--- src/rtl/bp_pkg.sv ---
// Shared types, constants and helper functions for the branch predictor.
package bp_pkg;

    localparam int PC_W = 64;

    // 2-bit saturating counter; bit [1] is the taken/not-taken prediction.
    typedef logic [1:0] ctr_t;

    localparam ctr_t CTR_SNT = 2'b00;
    localparam ctr_t CTR_WNT = 2'b01;
    localparam ctr_t CTR_WT  = 2'b10;
    localparam ctr_t CTR_ST  = 2'b11;

    // Every entry starts weakly not-taken.
    localparam ctr_t CTR_RESET = CTR_WNT;

    // Word address of a PC. The caller keeps only the low index bits,
    // so everything above the index aliases (no tags).
    function automatic logic [PC_W-3:0] bp_index(input logic [PC_W-1:0] pc);
        return pc[PC_W-1:2];
    endfunction

    // One training step with exact saturation at both ends.
    function automatic ctr_t bp_next(input ctr_t c, input logic taken);
        ctr_t n;
        n = c;
        if (taken) begin
            if (c != CTR_ST) begin
                n = ctr_t'(c + 2'd1);
            end
        end else begin
            if (c != CTR_SNT) begin
                n = ctr_t'(c - 2'd1);
            end
        end
        return n;
    endfunction

endpackage

--- src/rtl/bp_sat_counter.sv ---
// Statistics counter that counts enabled cycles and sticks at all-ones.
module bp_sat_counter #(
    parameter int WIDTH = 32
) (
    input  logic             clk,
    input  logic             rst_n,
    input  logic             inc,
    output logic [WIDTH-1:0] count
);

    logic [WIDTH-1:0] count_q;
    logic [WIDTH-1:0] count_d;

    // Next count: step by one unless already saturated.
    always_comb begin
        count_d = count_q;
        if (inc && (count_q != {WIDTH{1'b1}})) begin
            count_d = count_q + WIDTH'(1);
        end
    end

    // Count register, cleared asynchronously.
    always_ff @(posedge clk or negedge rst_n) begin
        if (!rst_n) begin
            count_q <= '0;
        end else begin
            count_q <= count_d;
        end
    end

    assign count = count_q;

endmodule

--- src/rtl/branch_predictor.sv ---
// PC-indexed table of 2-bit saturating counters producing a registered
// taken/not-taken decision, trained by resolved branches, with saturating
// lookup and mispredict statistics.
module branch_predictor
    import bp_pkg::*;
#(
    parameter int ENTRIES = 64,
    parameter int STAT_W  = 32
) (
    input  logic              clk,
    input  logic              rst_n,
    input  logic              pred_valid,
    input  logic [PC_W-1:0]   pred_pc,
    output logic              branch_decision,
    output logic              decision_valid,
    input  logic              upd_valid,
    input  logic [PC_W-1:0]   upd_pc,
    input  logic              upd_taken,
    input  logic              upd_mispredict,
    output logic [STAT_W-1:0] lookup_count,
    output logic [STAT_W-1:0] mispredict_count
);

    localparam int IDX_W = $clog2(ENTRIES);

    logic [PC_W-3:0]  pred_word;
    logic [PC_W-3:0]  upd_word;
    logic [IDX_W-1:0] pred_idx;
    logic [IDX_W-1:0] upd_idx;
    logic             unused_idx_bits;

    // Flop array rather than RAM so every entry can be cleared asynchronously.
    ctr_t pht_q [ENTRIES];
    ctr_t pht_d [ENTRIES];

    logic decision_q;
    logic decision_d;
    logic valid_q;
    logic valid_d;

    assign pred_word = bp_index(pred_pc);
    assign upd_word  = bp_index(upd_pc);
    assign pred_idx  = pred_word[IDX_W-1:0];
    assign upd_idx   = upd_word[IDX_W-1:0];

    // PC bits above the index are deliberately ignored; aliasing is allowed.
    assign unused_idx_bits = ^{pred_word[PC_W-3:IDX_W], upd_word[PC_W-3:IDX_W]};

    // Train the addressed entry; all other entries hold.
    always_comb begin
        pht_d = pht_q;
        if (upd_valid) begin
            pht_d[upd_idx] = bp_next(pht_q[upd_idx], upd_taken);
        end
    end

    // Read the post-update table so a same-index update in this cycle is bypassed.
    always_comb begin
        decision_d = decision_q;
        valid_d    = pred_valid;
        if (pred_valid) begin
            decision_d = pht_d[pred_idx][1];
        end
    end

    // Table and decision registers, all cleared asynchronously.
    always_ff @(posedge clk or negedge rst_n) begin
        if (!rst_n) begin
            for (int i = 0; i < ENTRIES; i++) begin
                pht_q[i] <= CTR_RESET;
            end
            decision_q <= 1'b0;
            valid_q    <= 1'b0;
        end else begin
            pht_q      <= pht_d;
            decision_q <= decision_d;
            valid_q    <= valid_d;
        end
    end

    assign branch_decision = decision_q;
    assign decision_valid  = valid_q;

    bp_sat_counter #(
        .WIDTH (STAT_W)
    ) u_lookup_cnt (
        .clk   (clk),
        .rst_n (rst_n),
        .inc   (pred_valid),
        .count (lookup_count)
    );

    bp_sat_counter #(
        .WIDTH (STAT_W)
    ) u_mispredict_cnt (
        .clk   (clk),
        .rst_n (rst_n),
        .inc   (upd_valid & upd_mispredict),
        .count (mispredict_count)
    );

endmodule

--- config.mk ---
export PLATFORM = sky130hd
export DESIGN_NAME = branch_predictor
export DESIGN_NICKNAME = d
export VERILOG_FILES = /design/src/rtl/bp_pkg.sv /design/src/rtl/bp_sat_counter.sv /design/src/rtl/branch_predictor.sv
export SDC_FILE = /design/constraint.sdc
export NUM_CORES = 1
export LEC_CHECK = 0
export BUFFER_PORTS_ARGS = -buffer_cell sky130_fd_sc_hd__buf_2
export CAP_MARGIN = 0
export CORE_MARGIN = 8
export CORE_UTILIZATION = 60
export CTS_CLUSTER_SIZE = 10
export DETAILED_ROUTE_END_ITERATION = 8
export PLACE_DENSITY = 0.93
export SYNTH_ARGS = -nofsm -noshare
export SYNTH_HDL_FRONTEND = slang
export SYNTH_SLANG_ARGS = --single-unit
export TNS_END_PERCENT = 30
--- constraint.sdc ---
create_clock -name clk -period 5.3 [get_ports clk]
set_input_delay 0.265 -clock clk [delete_from_list [all_inputs] [get_ports clk]]
set_output_delay 0.265 -clock clk [all_outputs]
set_load 0.02 [all_outputs]
==> results.md <==
- Synthesis produced 931 cells.
- The antenna diode count is 0.
- The height of the die is between 100 and 150 um.
- The final-report hold violation count is 0.
- Detailed routing inserted a total of 7,898 vias.
- The number of buffers created by CTS is 17.
- The overall power consumption is 3.81 mW.
- The worst flop-to-flop path endpoint is branch_decision$_DFFE_PN0P_.
- The kind of start point of the critical path is a primary input.
- Wires add up to between 20,000 and 30,000 um.
- The via count normalized by instance count is between 6 and 7.
- The worst register-to-register path begins at pht_q[43]$_DFF_PN0_.
- Each instance of the synthesized netlist takes up on average 10.6 um2.
- The placement-stage cell area is 0.0104 mm2.
- After routing, the total negative slack on setup checks comes to 0 ns.
- The initial antenna violation count is 0.
- The destination of the worst hold path is decision_valid$_DFF_PN0_.
- The worst hold slack is 0.0478 ns.
- Along the worst path, the maximum fanout reaches 58.
- In this run the static leakage power is 4.88 nW.
- The DRC violation count after routing is 0.
- The flow ran to the end, and the final reports show no timing, DRC or antenna violations.
- The share of synthesized registers carrying an async set or reset is 100%.
- The cell chosen for the clock root is sky130_fd_sc_hd__clkbuf_16.
- STA puts the critical path data arrival time at 4.44 ns.
- The clock arrives with 0.00911 ns of skew.
- For this run, the total global-route usage over all layers was measured as 25.9%.
- The post-CTS setup repair buffer count is 0.
- The clock tree buffer depth is 2.
- Among all flip-flop cells after synthesis, the most frequent one is sky130_fd_sc_hd__dfrtp_1.
- The via count of the first global-routing pass is 8,112.
- Before antenna repair, the detailed router went through 6 iterations.
- Dividing the detail-routed wire length by the instance count gives 20.9 um.
- Synthesis inferred 194 register bits.
- The region available for standard cell placement spans 0.0163 mm2.
- The half-perimeter wire length after detailed placement is 17,700 um.
- Ranked by total cell area, the synthesized netlist is headed by sky130_fd_sc_hd__dfrtp_1, sky130_fd_sc_hd__dfstp_2, sky130_fd_sc_hd__mux2_2.
- Setup repair after global routing left no endpoint under its margin.
- The most common cell after layout, fill and taps aside is sky130_fd_sc_hd__dfrtp_1.
- TritonCTS built the clock tree.
- The count of buffers added on input and output ports is 83.
- Along the worst hold path, the cell count comes to 1.
- At the end of routability-driven placement, the weighted congestion stood at roughly 1.
- Yosys printed 0 warnings.
- The full die area is 0.0209 mm2.
- In the layout the commonest cells are sky130_fd_sc_hd__dfrtp_1, sky130_fd_sc_hd__nand2_1, sky130_fd_sc_hd__nor2_1.
- The number of nets in the layout is roughly 1.1k.
- The area of all placed cells without fillers is 0.0110 mm2.
- The worst path uses 77.8% of the clock period.
- The net count after synthesis is between 1k and 1.5k.
- The pin count of the biggest net entering global routing is 76.
- In this run the number of H-tree levels came out at 4.
- After clock tree synthesis, the clock-pin slew on the worst setup and hold paths is 0.07 ns.
- Dividing total power by cell area gives a power density of 347 mW/mm2.
- The startpoint identified for the worst hold timing path is pred_valid.
- The number of pins with negative max-slew slack in the final report is 0.
- The number of placed I/O pins is 200.
- The count of final setup violators is 0.
- The peak-usage layer in the global routing report is met2.
- The number of hold buffers added after CTS was 1.
- By startpoint and endpoint, the worst setup path is classified as in2reg.
- The total global routing overflow is 0.
- In the global route stage, met3 resource usage came out at 6.93%.
- Once detail routing completed, the nets flagged for antenna violations numbered 0.
- The worst register-to-register path has a depth of 12.
- The tool flagged a number of max-cap violations equal to 0.
- The tightest min-delay check is of the in2reg type.
- The mapped cell area is 0.00991 mm2.
- The kind of capture point of the worst setup path is a register.
- The layout overhead on the synthesized area is 10.7%.
- The post-route netlist has between 20% and 30% of its cells at a drive strength greater than 1.
- After clock tree synthesis, the repair step resized 0 gates.
- The number of enable flip-flop cells after synthesis is 0.
- The proportion of synthesized chip area in sequential cells is about half.
- Measured on the finished design, the core utilization comes to about two thirds.
- The number of clock sinks is roughly 190.
- The violation count after the first detailed-route iteration is 871.
- Once the floorplan was initialized, standard cells occupied 60.6% of the core.
- The insertion delay to the later sink of the worst-skew pair is between 0.4 and 0.5 ns.
- The peak supply drop is between 200 and 300 uV.
- The met1 layer usage reported by global route is 33.1%.
- Summed over all instances, the cell type with the most area after synthesis is sky130_fd_sc_hd__dfrtp_1.
- The required time of the worst setup path is 5.62 ns.
- The met2 layer usage reported by global route is 39.7%.
- The measured slew at the worst slew-check pin is 1.26 ns.
- The post-route minimum period is 4.13 ns.
- The wire length of the first global-routing pass is between 40,000 and 50,000 um.
- The max-slew headroom at the worst pin is approximately 16%.
- Static timing analysis puts the maximum clock frequency at 0.242 GHz.
- The fraction of synthesized cell area taken by the top area cell type is 32.8%.
- The distinct cell type count after synthesis is 74.
- The reg-to-reg setup timing slack is between 1 and 1.5 ns.
- The floorplan has 47 rows.
- Measured along the x axis, the die boundary spans around 140 um.
## critical path, stage by stage
cell                        delay (ns)
sky130_fd_sc_hd__buf_2            0.38
sky130_fd_sc_hd__buf_4            0.42
sky130_fd_sc_hd__mux2i_1          0.25
sky130_fd_sc_hd__o22ai_1          0.11
sky130_fd_sc_hd__o31ai_1          0.41
sky130_fd_sc_hd__o2111ai_1        0.26
sky130_fd_sc_hd__nor4_2           0.31
sky130_fd_sc_hd__maj3_4           0.66
sky130_fd_sc_hd__o21ai_0          0.25
sky130_fd_sc_hd__mux4_2           0.56
sky130_fd_sc_hd__nor3b_2          0.18
sky130_fd_sc_hd__a21oi_1          0.07
sky130_fd_sc_hd__a21oi_2          0.19
sky130_fd_sc_hd__o41ai_2          0.07
## per-layer routing
metal  vias to the layer above  wire length (um)
li1                       3468                 -
met1                      3818             10100
met2                       501             11700
met3                       111              2830
met4                         0              1160
met5                         -                 0
## power breakdown
group | leakage, nW | switching [mW] | internal, mW
clock | 0.272 | 0.600 | 0.662
sequential | 2.42 | 0.138 | 1.72
combinational | 2.19 | 0.420 | 0.271
total | 4.88 | 1.16 | 2.66
## per-stage QoR
stage / std cells / setup WS, ns
floorplan: 931 / 2.30
global placement: 1199 / 1.01
detailed placement: 1199 / 0.925
CTS: 1232 / 1.36
global route: 1232 / 1.05
finish: 1232 / 1.17
## cell type report
class | count | area, um2
clock buffers | 18 | 429
clock inverters | 14 | 141
fillers | 1228 | 5370
inverters | 15 | 56.3
multi-input cells | 676 | 4620
flip-flops and latches | 194 | 4930
well taps | 220 | 275
repair buffers | 95 | 517
## synthesized netlist by cell type (3+ instances only)
library cell	number
sky130_fd_sc_hd__o21ai_0	43
sky130_fd_sc_hd__dfstp_2	64
sky130_fd_sc_hd__buf_6	10
sky130_fd_sc_hd__o22ai_1	8
sky130_fd_sc_hd__o21ai_1	7
sky130_fd_sc_hd__mux4_2	14
sky130_fd_sc_hd__xor2_1	16
sky130_fd_sc_hd__a32o_1	4
sky130_fd_sc_hd__nand2b_1	7
sky130_fd_sc_hd__dfrtp_1	130
sky130_fd_sc_hd__o31ai_1	6
sky130_fd_sc_hd__mux2_2	69
sky130_fd_sc_hd__nor2_1	83
sky130_fd_sc_hd__a21oi_2	3
sky130_fd_sc_hd__clkbuf_1	22
sky130_fd_sc_hd__nor2b_1	5
sky130_fd_sc_hd__nand2_1	127
sky130_fd_sc_hd__nand3_1	31
sky130_fd_sc_hd__xnor2_1	46
sky130_fd_sc_hd__o32ai_1	4
sky130_fd_sc_hd__a22oi_1	8
sky130_fd_sc_hd__and2_1	10
sky130_fd_sc_hd__nand4_1	15
sky130_fd_sc_hd__a221oi_1	6
sky130_fd_sc_hd__a211oi_1	6
sky130_fd_sc_hd__a31oi_1	9
sky130_fd_sc_hd__buf_4	4
sky130_fd_sc_hd__mux2i_1	30
sky130_fd_sc_hd__inv_1	13
sky130_fd_sc_hd__and3_1	18
sky130_fd_sc_hd__nor3_1	12
sky130_fd_sc_hd__and4_1	7
sky130_fd_sc_hd__a21oi_1	35
sky130_fd_sc_hd__or2_2	3
sky130_fd_sc_hd__buf_2	7
## cells by family after synthesis
family / count (synthesis) / synth area share, %
compound gates: 159 / 10.3
xor+xnor: 62 / 5.48
fa+ha+maj: 4 / 0.492
buf+inv: 61 / 3.59
flops: 194 / 49.8
mux: 114 / 14.3
simple gates: 337 / 16.0
## worst max-delay path by stage
stage / from / endpoint / depth (start not counted)
2_1_floorplan: upd_pc[4] / branch_decision$_DFFE_PN0P_ / 14
3_3_place_gp: upd_pc[3] / branch_decision$_DFFE_PN0P_ / 14
3_5_place_dp: upd_pc[3] / branch_decision$_DFFE_PN0P_ / 14
4_1_cts: upd_pc[3] / branch_decision$_DFFE_PN0P_ / 14
5_1_grt: upd_pc[3] / branch_decision$_DFFE_PN0P_ / 14
6_report: upd_pc[4] / branch_decision$_DFFE_PN0P_ / 14
(Power assumes the default switching activity.)
